**config.mk**
```make
export PLATFORM = sky130hd
export DESIGN_NAME = tdes_seq
export DESIGN_NICKNAME = d
export VERILOG_FILES = /design/src/rtl/tdes_pkg.sv /design/src/rtl/tdes_seq.sv
export SDC_FILE = /design/constraint.sdc
export NUM_CORES = 1
export LEC_CHECK = 0
export BUFFER_PORTS_ARGS = -buffer_cell sky130_fd_sc_hd__buf_4
export CELL_PAD_IN_SITES_DETAIL_PLACEMENT = 2
export CELL_PAD_IN_SITES_GLOBAL_PLACEMENT = 2
export CORE_ASPECT_RATIO = 1.4
export CORE_UTILIZATION = 31
export DETAILED_ROUTE_END_ITERATION = 7
export PLACE_DENSITY_LB_ADDON = 0.1
export SETUP_SLACK_MARGIN = 0.3
export SLEW_MARGIN = 10
export SYNTH_ARGS = -nofsm -noshare
export SYNTH_HDL_FRONTEND = slang
export SYNTH_SLANG_ARGS = --single-unit
```
**constraint.sdc**
```tcl
create_clock -name clk_in -period 2.05 [get_ports clk_in]
set_clock_uncertainty 0.05 [all_clocks]
set_input_delay 0.205 -clock clk_in [delete_from_list [all_inputs] [get_ports clk_in]]
set_output_delay 0.205 -clock clk_in [all_outputs]
set_load 0.01 [all_outputs]
```
**src/rtl/tdes_pkg.sv**
```systemverilog
// Shared types and helpers for the triple-DES sequencer.
// The pass table maps (request mode, pass index) to the core direction and key slot.
package tdes_pkg;

  typedef enum logic [1:0] {
    S_IDLE  = 2'd0,
    S_ISSUE = 2'd1,
    S_WAIT  = 2'd2,
    S_RESP  = 2'd3
  } tdes_state_e;

  localparam logic [1:0] ERR_OK      = 2'b00;
  localparam logic [1:0] ERR_KEY     = 2'b01;
  localparam logic [1:0] ERR_TIMEOUT = 2'b10;

  localparam logic [1:0] KEY_K1 = 2'd0;
  localparam logic [1:0] KEY_K2 = 2'd1;
  localparam logic [1:0] KEY_K3 = 2'd2;

  // EDE: encrypt runs E/K1, D/K2, E/K3; decrypt mirrors it as D/K3, E/K2, D/K1
  function automatic logic [2:0] pass_sel(input logic mode, input logic [1:0] pass);
    logic [2:0] sel;
    case ({mode, pass})
      3'b0_00: sel = {1'b0, KEY_K1};
      3'b0_01: sel = {1'b1, KEY_K2};
      3'b0_10: sel = {1'b0, KEY_K3};
      3'b1_00: sel = {1'b1, KEY_K3};
      3'b1_01: sel = {1'b0, KEY_K2};
      3'b1_10: sel = {1'b1, KEY_K1};
      default: sel = {1'b0, KEY_K1};
    endcase
    return sel;
  endfunction

endpackage

```
**src/rtl/tdes_seq.sv**
```systemverilog
// Triple-DES sequencer: latches one request, runs the owned DES core three times (EDE)
// with a per-pass watchdog, and holds the result until the downstream accepts it.
module tdes_seq
  import tdes_pkg::*;
#(
  parameter int DATA_W  = 64,
  parameter int KEY_W   = 64,
  parameter int TIMEOUT = 255
) (
  input  logic              clk_in,
  input  logic              rst_n_in,
  input  logic              req_valid_in,
  output logic              req_ready_out,
  input  logic              req_mode_in,
  input  logic [DATA_W-1:0] req_data_in,
  input  logic [KEY_W-1:0]  req_key1_in,
  input  logic [KEY_W-1:0]  req_key2_in,
  input  logic [KEY_W-1:0]  req_key3_in,
  output logic              rsp_valid_out,
  input  logic              rsp_ready_in,
  output logic [DATA_W-1:0] rsp_data_out,
  output logic [1:0]        rsp_err_out,
  output logic              core_start_out,
  output logic              core_mode_out,
  output logic [KEY_W-1:0]  core_key_out,
  output logic [DATA_W-1:0] core_data_out,
  input  logic              core_ready_in,
  input  logic              core_done_in,
  input  logic [DATA_W-1:0] core_data_in,
  input  logic              core_key_err_in
);

  localparam int WD_W = $clog2(TIMEOUT + 1);
  localparam logic [WD_W-1:0] WD_LAST = WD_W'(TIMEOUT - 1);
  localparam logic [WD_W-1:0] WD_MAX  = WD_W'(TIMEOUT);

  tdes_state_e       state_r, state_nxt_s;
  logic [1:0]        pass_r;
  logic [WD_W-1:0]   wdog_r;
  logic              mode_r;
  logic [DATA_W-1:0] data_r;
  logic [KEY_W-1:0]  k1_r, k2_r, k3_r;

  logic              rsp_valid_r;
  logic [DATA_W-1:0] rsp_data_r;
  logic [1:0]        rsp_err_r;
  logic              core_start_r;
  logic              core_mode_r;
  logic [KEY_W-1:0]  core_key_r;
  logic [DATA_W-1:0] core_data_r;

  logic              accept_s, issue_s, next_pass_s, finish_s;
  logic              fail_key_s, fail_to_s, rsp_take_s;
  logic [2:0]        sel_s;
  logic [KEY_W-1:0]  pass_key_s;

  // State register
  always_ff @(posedge clk_in or negedge rst_n_in) begin
    if (!rst_n_in) begin
      state_r <= S_IDLE;
    end else begin
      state_r <= state_nxt_s;
    end
  end

  // Next-state logic and one-cycle event strobes for the datapath
  always_comb begin
    state_nxt_s = state_r;
    accept_s    = 1'b0;
    issue_s     = 1'b0;
    next_pass_s = 1'b0;
    finish_s    = 1'b0;
    fail_key_s  = 1'b0;
    fail_to_s   = 1'b0;
    rsp_take_s  = 1'b0;
    case (state_r)
      S_IDLE: begin
        if (req_valid_in) begin
          accept_s    = 1'b1;
          state_nxt_s = S_ISSUE;
        end else begin
          state_nxt_s = S_IDLE;
        end
      end
      S_ISSUE: begin
        if (core_ready_in) begin
          issue_s     = 1'b1;
          state_nxt_s = S_WAIT;
        end else begin
          state_nxt_s = S_ISSUE;
        end
      end
      S_WAIT: begin
        // a key rejection outranks a done reported in the same cycle
        if (core_key_err_in) begin
          fail_key_s  = 1'b1;
          state_nxt_s = S_RESP;
        end else if (core_done_in) begin
          if (pass_r == 2'd2) begin
            finish_s    = 1'b1;
            state_nxt_s = S_RESP;
          end else begin
            next_pass_s = 1'b1;
            state_nxt_s = S_ISSUE;
          end
        end else if (wdog_r == WD_LAST) begin
          fail_to_s   = 1'b1;
          state_nxt_s = S_RESP;
        end else begin
          state_nxt_s = S_WAIT;
        end
      end
      S_RESP: begin
        if (rsp_ready_in) begin
          rsp_take_s  = 1'b1;
          state_nxt_s = S_IDLE;
        end else begin
          state_nxt_s = S_RESP;
        end
      end
      default: begin
        state_nxt_s = S_IDLE;
      end
    endcase
  end

  // Key selection for the pass about to be issued
  always_comb begin
    sel_s = pass_sel(mode_r, pass_r);
    case (sel_s[1:0])
      KEY_K1:  pass_key_s = k1_r;
      KEY_K2:  pass_key_s = k2_r;
      default: pass_key_s = k3_r;
    endcase
  end

  // Request latch, pass counter, watchdog and core drive registers
  always_ff @(posedge clk_in or negedge rst_n_in) begin
    if (!rst_n_in) begin
      pass_r       <= 2'd0;
      wdog_r       <= '0;
      mode_r       <= 1'b0;
      data_r       <= '0;
      k1_r         <= '0;
      k2_r         <= '0;
      k3_r         <= '0;
      core_start_r <= 1'b0;
      core_mode_r  <= 1'b0;
      core_key_r   <= '0;
      core_data_r  <= '0;
    end else begin
      core_start_r <= issue_s;
      if (accept_s) begin
        mode_r <= req_mode_in;
        data_r <= req_data_in;
        k1_r   <= req_key1_in;
        k2_r   <= req_key2_in;
        k3_r   <= req_key3_in;
        pass_r <= 2'd0;
      end
      if (next_pass_s) begin
        data_r <= core_data_in;
        pass_r <= pass_r + 2'd1;
      end
      if (issue_s) begin
        core_mode_r <= sel_s[2];
        core_key_r  <= pass_key_s;
        core_data_r <= data_r;
        wdog_r      <= '0;
      end else if ((state_r == S_WAIT) && (wdog_r != WD_MAX)) begin
        wdog_r <= wdog_r + WD_W'(1);
      end
    end
  end

  // Response registers: errors return a zero block
  always_ff @(posedge clk_in or negedge rst_n_in) begin
    if (!rst_n_in) begin
      rsp_valid_r <= 1'b0;
      rsp_data_r  <= '0;
      rsp_err_r   <= ERR_OK;
    end else if (finish_s) begin
      rsp_valid_r <= 1'b1;
      rsp_data_r  <= core_data_in;
      rsp_err_r   <= ERR_OK;
    end else if (fail_key_s) begin
      rsp_valid_r <= 1'b1;
      rsp_data_r  <= '0;
      rsp_err_r   <= ERR_KEY;
    end else if (fail_to_s) begin
      rsp_valid_r <= 1'b1;
      rsp_data_r  <= '0;
      rsp_err_r   <= ERR_TIMEOUT;
    end else if (rsp_take_s) begin
      rsp_valid_r <= 1'b0;
      rsp_data_r  <= '0;
      rsp_err_r   <= ERR_OK;
    end
  end

  assign req_ready_out  = (state_r == S_IDLE);
  assign rsp_valid_out  = rsp_valid_r;
  assign rsp_data_out   = rsp_data_r;
  assign rsp_err_out    = rsp_err_r;
  assign core_start_out = core_start_r;
  assign core_mode_out  = core_mode_r;
  assign core_key_out   = core_key_r;
  assign core_data_out  = core_data_r;

endmodule

```
## Yosys cells after proc, flatten, opt, wreduce, memory -nomap -nowiden

Index checks and enable logic that the tools add are counted.

- Word-level logic and storage cells: 83
- Output and inout bits: 198
- Register bits: 466

- Add/sub/neg operators: 2
- Reductions and logical operators: 6
- Equal/unequal tests: 12
- Multiplexer cells: 48

Operator list:

| cell | count |
|---|---|
| $mux W64 | 6 |
| $pmux W64 S2 | 1 |
| $mux W1 | 26 |
| $mux W2 | 11 |
| $mux W8 | 2 |
| $pmux W3 S5 | 1 |
| $eq A3 B3 Y1 const B | 3 |
| $add A8 B1 Y8 const B | 1 |
| $eq A8 B8 Y1 const B | 1 |
| $ne A8 B8 Y1 const B | 1 |
| $pmux W2 S4 | 1 |
| $eq A2 B2 Y1 const B | 3 |
| $eq A2 B1 Y1 const B | 2 |
| $logic_not A2 Y1 | 2 |
| $reduce_bool A2 Y1 | 2 |
| $reduce_bool A4 Y1 | 1 |
| $eq A3 B1 Y1 const B | 1 |
| $eq A3 B2 Y1 const B | 1 |
| $add A2 B1 Y2 const B | 1 |
| $logic_and A1 B1 Y1 | 1 |

## Depth between registers and ports, before layout

- Word-level depth: 8
- Depth in mapped cells: 9

## Least setup slack after synthesis

No wires, ideal clock.

- Path type: register to register
- Start point: register pass_r[0]
- End point: register data_r[0]
- Path buffers: 3
- Cell stages (with the launch flop): 10
- Arrival: 1.786 ns
- Path slack: 0.096 ns
- Setup time: 0.118 ns
- Clock period less this slack: 1.954 ns
- Cell sequence: dfrtp_1 inv_1 ha_1 nor3b_1 and2_1 clkbuf_1 nor2_1 buf_2 buf_1 a21o_1

- Longest elaborated chain between the ends: 6
- Elaborated cells between the ends (all ways): 7

RTL lines:

| what | RTL line | text |
|---|---|---|
| start: declaration | tdes_seq.sv:38 | `logic [1:0] pass_r;` |
| start signal: assignment | tdes_seq.sv:163 | `pass_r <= pass_r + 2'd1;` |
| $eq A2 B2 Y1 * | tdes_seq.sv:99 | `if (pass_r == 2'd2) begin` |
| $mux W1 * | tdes_seq.sv:99 |  |
| $mux W1 * | tdes_seq.sv:98 | `end else if (core_done_in) begin` |
| $mux W1 * | tdes_seq.sv:95 | `if (core_key_err_in) begin` |
| $mux W1 * | tdes_seq.sv:76 | `case (state_r)` |
| $mux W64 / $reduce_bool A2 Y1 (equally long branches) | - |  |
| end signal: assignment | tdes_seq.sv:155 | `data_r <= req_data_in;` |
| end signal: assignment | tdes_seq.sv:162 | `data_r <= core_data_in;` |
| end: declaration | tdes_seq.sv:41 | `logic [DATA_W-1:0] data_r;` |

Every way passes the cells marked *; elsewhere a longest branch is shown, timed or not.
A chain may end at the register's enable or synchronous reset.

## Final worst setup path

- Start point: register wdog_r[0]
- End point: register rsp_data_r[33] (netlist: rsp_data_out[33])

- Longest elaborated chain between the ends: 8
- Elaborated cells between the ends (all ways): 9

RTL lines:

| what | RTL line | text |
|---|---|---|
| start: declaration | tdes_seq.sv:39 | `logic [WD_W-1:0] wdog_r;` |
| start signal: assignment | tdes_seq.sv:171 | `wdog_r <= wdog_r + WD_W'(1);` |
| $eq A8 B8 Y1 * | tdes_seq.sv:106 | `end else if (wdog_r == WD_LAST) begin` |
| $mux W1 * | tdes_seq.sv:106 |  |
| $mux W1 * | tdes_seq.sv:98 |  |
| $mux W1 * | tdes_seq.sv:95 |  |
| $mux W1 * | tdes_seq.sv:76 |  |
| $mux W64 | tdes_seq.sv:190 | `end else if (fail_to_s) begin` |
| $mux W64 | tdes_seq.sv:186 | `end else if (fail_key_s) begin` |
| $mux W64 | tdes_seq.sv:182 | `end else if (finish_s) begin` |
| end signal: assignment | tdes_seq.sv:184 | `rsp_data_r <= core_data_in;` |
| end: declaration | tdes_seq.sv:45 | `logic [DATA_W-1:0] rsp_data_r;` |

Marked as above.

==> results.sh <==
export IMPL_slew_violations=0
export IMPL_cts_tree="done"
export IMPL_finalSetupTns_ns=0
export IMPL_synth_area_top_cells="dfrtp_1 61%, mux2_2 11%, a22o_1 5.9%"
export IMPL_synth_edf_count=0
export IMPL_max_vdd_ir_drop_v=0.000984
export IMPL_drc=0
export IMPL_utilization_pct=52.7
export IMPL_final_common_cell="buf_4"
export IMPL_synth_flop_cell="dfrtp_1"
export IMPL_syn_inst=1582
export IMPL_vias_per_cell=5.26
export IMPL_syn_cell_area_sq_um=19200
export IMPL_vias=17794
export IMPL_synth_top_area_share_pct=60.7
export IMPL_multi_input_area_sq_um=7610
export IMPL_ff2ff_setup_slack_ns=0.07
export IMPL_cellPowerDensity_nw_per_um2=1410
export IMPL_worstSetupPathType="flip-flop to flip-flop"
export IMPL_drtAntennaViolNets=0
export IMPL_cts_sinks=466
export IMPL_crit_path_start_kind="flip-flop"
export IMPL_place_area_sq_um=24600
export IMPL_rsz0062_at_grt="true"
export IMPL_cp_arrival_ns=2.40
export IMPL_seq_area_sq_um=11700
export IMPL_p_leak_nw=15.3
export IMPL_io_buffers=525
export IMPL_dr_pass1_iters=7
export IMPL_die_y_microns=297
export IMPL_routabilityCongestion=0.767
export IMPL_reg2reg_depth=7
export IMPL_endpoint_kind="flip-flop"
export IMPL_hold_viol=0
export IMPL_yosys_cell_types_count=43
export IMPL_required_ns=2.46
export IMPL_area_growth_pct=67.2
export IMPL_grt_pass1_vias=20282
export IMPL_place_ws_ns=0.0678
export IMPL_drt_wl_total_microns=98800
export IMPL_grt_ovfl_total=0
export IMPL_die_width_microns=212
export IMPL_yosys_area_top_type="dfrtp_1"
export IMPL_status="finished, final reports clean"
export IMPL_rr_endpoint="rsp_data_out[33]$_DFFE_PN0P_"
export IMPL_cts_max_path_buffers=3
export IMPL_r2r_start="wdog_r[0]$_DFFE_PN0P_"
export IMPL_initial_utilization_pct=31.5
export IMPL_cap_viol_max_count=0
export IMPL_hpwl_microns=48800
export IMPL_path_clk_slew_ns=0.07
export IMPL_drive_gt1_share_pct=44.5
export IMPL_drtIter0Drc=924
export IMPL_fill_cells=5746
export IMPL_tightest_slew_ns=0.537
export IMPL_final_cell_mix="572 x buf_4, 463 x dfrtp_1, 326 x dlygate4sd3_1"
export IMPL_h_tree_depth=2
export IMPL_hold_path_class="primary input to async pin"
export IMPL_holdWs_ns=0.0796
export IMPL_grt_max_degree=68
export IMPL_maxSlewHeadroom_pct=64.2
export IMPL_ys_ff_latch=466
export IMPL_syn_area_per_cell_sq_um=12.2
export IMPL_fin_crit_ns=1.98
export IMPL_antenna_found_initial=12
export IMPL_async_flop_share_pct=100
export IMPL_die_area_sq_um=63000
export IMPL_pin_count=526
export IMPL_grt_usage_pct=27.9
export IMPL_clkLatencyLatePin_ns=0.59
export IMPL_seq_area_frac_synth_pct=60.7
export IMPL_detail_route_wl_per_cell_microns=29.2
export IMPL_cts_inserted_buffers=50
export IMPL_post_route_period_util_pct=96.8
export IMPL_rows=107
export IMPL_setup_viol=0
export IMPL_cp_max_fo=12
export IMPL_root_buffer="clkbuf_16"
export IMPL_final_nets=2848
export IMPL_fin_area_sq_um=32100
export IMPL_ys_warnings_count=0
export IMPL_layout_setup_ws_ns=0.0659
export IMPL_syn_nets=1916
export IMPL_fmax_ghz=0.504
export IMPL_grt_pass1_wl_microns=130000
export IMPL_core_sq_um=61000
state kept, by name (all words and copies together) (netlist names):
register	count
k3_r	64
rsp_err_out	2
wdog_r	8
core_data_out	64
data_r	64
state_r	2
k1_r	64
rsp_data_out	64
core_mode_out	1
core_key_out	64
pass_r	2
mode_r	1
k2_r	64
core_start_out	1
rsp_valid_out	1
what timing repair did:
action / CTS / global route
resized for setup: 124 / 142
hold endpoints to repair: 601 / 0
setup endpoints to repair: 373 / 431
buffers inserted: 29 / 22
hold buffers: 326 / 0
gates cloned: 27 / 18
pin swaps: 13 / 16
layer usage:
metal	vias to the layer above	part of all wire [%]	GRT usage [%]
met1	9300	36	31.1
met3	234	4.8	5.31
li1	7591	-	-
met4	2	4.6	13.0
met2	667	54	50.8
met5	-	0.011	0
layout make-up:
cell class	instances	area share, %
repair buffers	1012	31.3
well taps	817	3.18
clock buffers	75	4.66
flip-flops and latches	466	36.3
multi-input cells	977	23.7
inverters	7	0.128
diodes	13	0.101
clock inverters	18	0.662
synthesized netlist by cell type, types with 4 or more instances:
cell type,n
dfrtp_1,466
nand2_1,268
mux2_2,194
a22o_1,129
clkbuf_1,85
o21ai_0,70
a21oi_1,66
a21o_1,65
a22oi_1,64
a31o_2,64
buf_2,38
nor2_1,8
buf_6,6
ha_1,6
inv_1,5
nand3_1,5
nor2b_1,4
power breakdown:
group / internal, mW / switching [mW]
clock network: 5.58 / 4.22
logic: 9.58 / 9.83
registers: 13.1 / 3.03
total: 28.3 / 17.1
stage by stage:
step	power, mW	cells
3_3_place_gp	29.2	2857
4_1_cts	42.0	3332
6_report	45.3	3385
3_5_place_dp	29.9	2857
2_1_floorplan	23.3	1582
5_1_grt	47.1	3382
logic make-up after synthesis:
kind of cell | Yosys count | synth area share [%]
flip-flops | 466 | 60.7
AO/OA/AOI/OAI | 472 | 18.0
adder cells (fa/ha/maj) | 6 | 0.391
multiplexers | 194 | 11.4
AND/OR/NAND/NOR | 302 | 6.25
buffers and inverters | 139 | 3.22
XOR/XNOR | 3 | 0.137
worst max-delay path, stage by stage, from the launching register on:
cell and delay [ns]:
dfrtp_1 0.42, inv_1 0.08, ha_2 0.18, nand4_1 0.10, o41a_4 0.50, buf_12 0.16, buf_16 0.15, a22o_1 0.22
worst max-delay path by stage:
stage / start / endpoint / slack [ns] / cells past startpoint
2_1_floorplan: pass_r[0]$_DFFE_PN0P_ / data_r[0]$_DFFE_PN0P_ / 0.26 / 9
3_3_place_gp: wdog_r[4]$_DFFE_PN0P_ / rsp_data_out[0]$_DFFE_PN0P_ / 0.19 / 5
3_5_place_dp: pass_r[1]$_DFFE_PN0P_ / core_key_out[40]$_DFFE_PN0P_ / 0.07 / 6
4_1_cts: wdog_r[0]$_DFFE_PN0P_ / rsp_data_out[60]$_DFFE_PN0P_ / 0.14 / 6
5_1_grt: pass_r[0]$_DFFE_PN0P_ / core_key_out[46]$_DFFE_PN0P_ / 0.003 / 10
6_report: wdog_r[0]$_DFFE_PN0P_ / rsp_data_out[33]$_DFFE_PN0P_ / 0.07 / 7
Power figures use the tool's default switching activity.
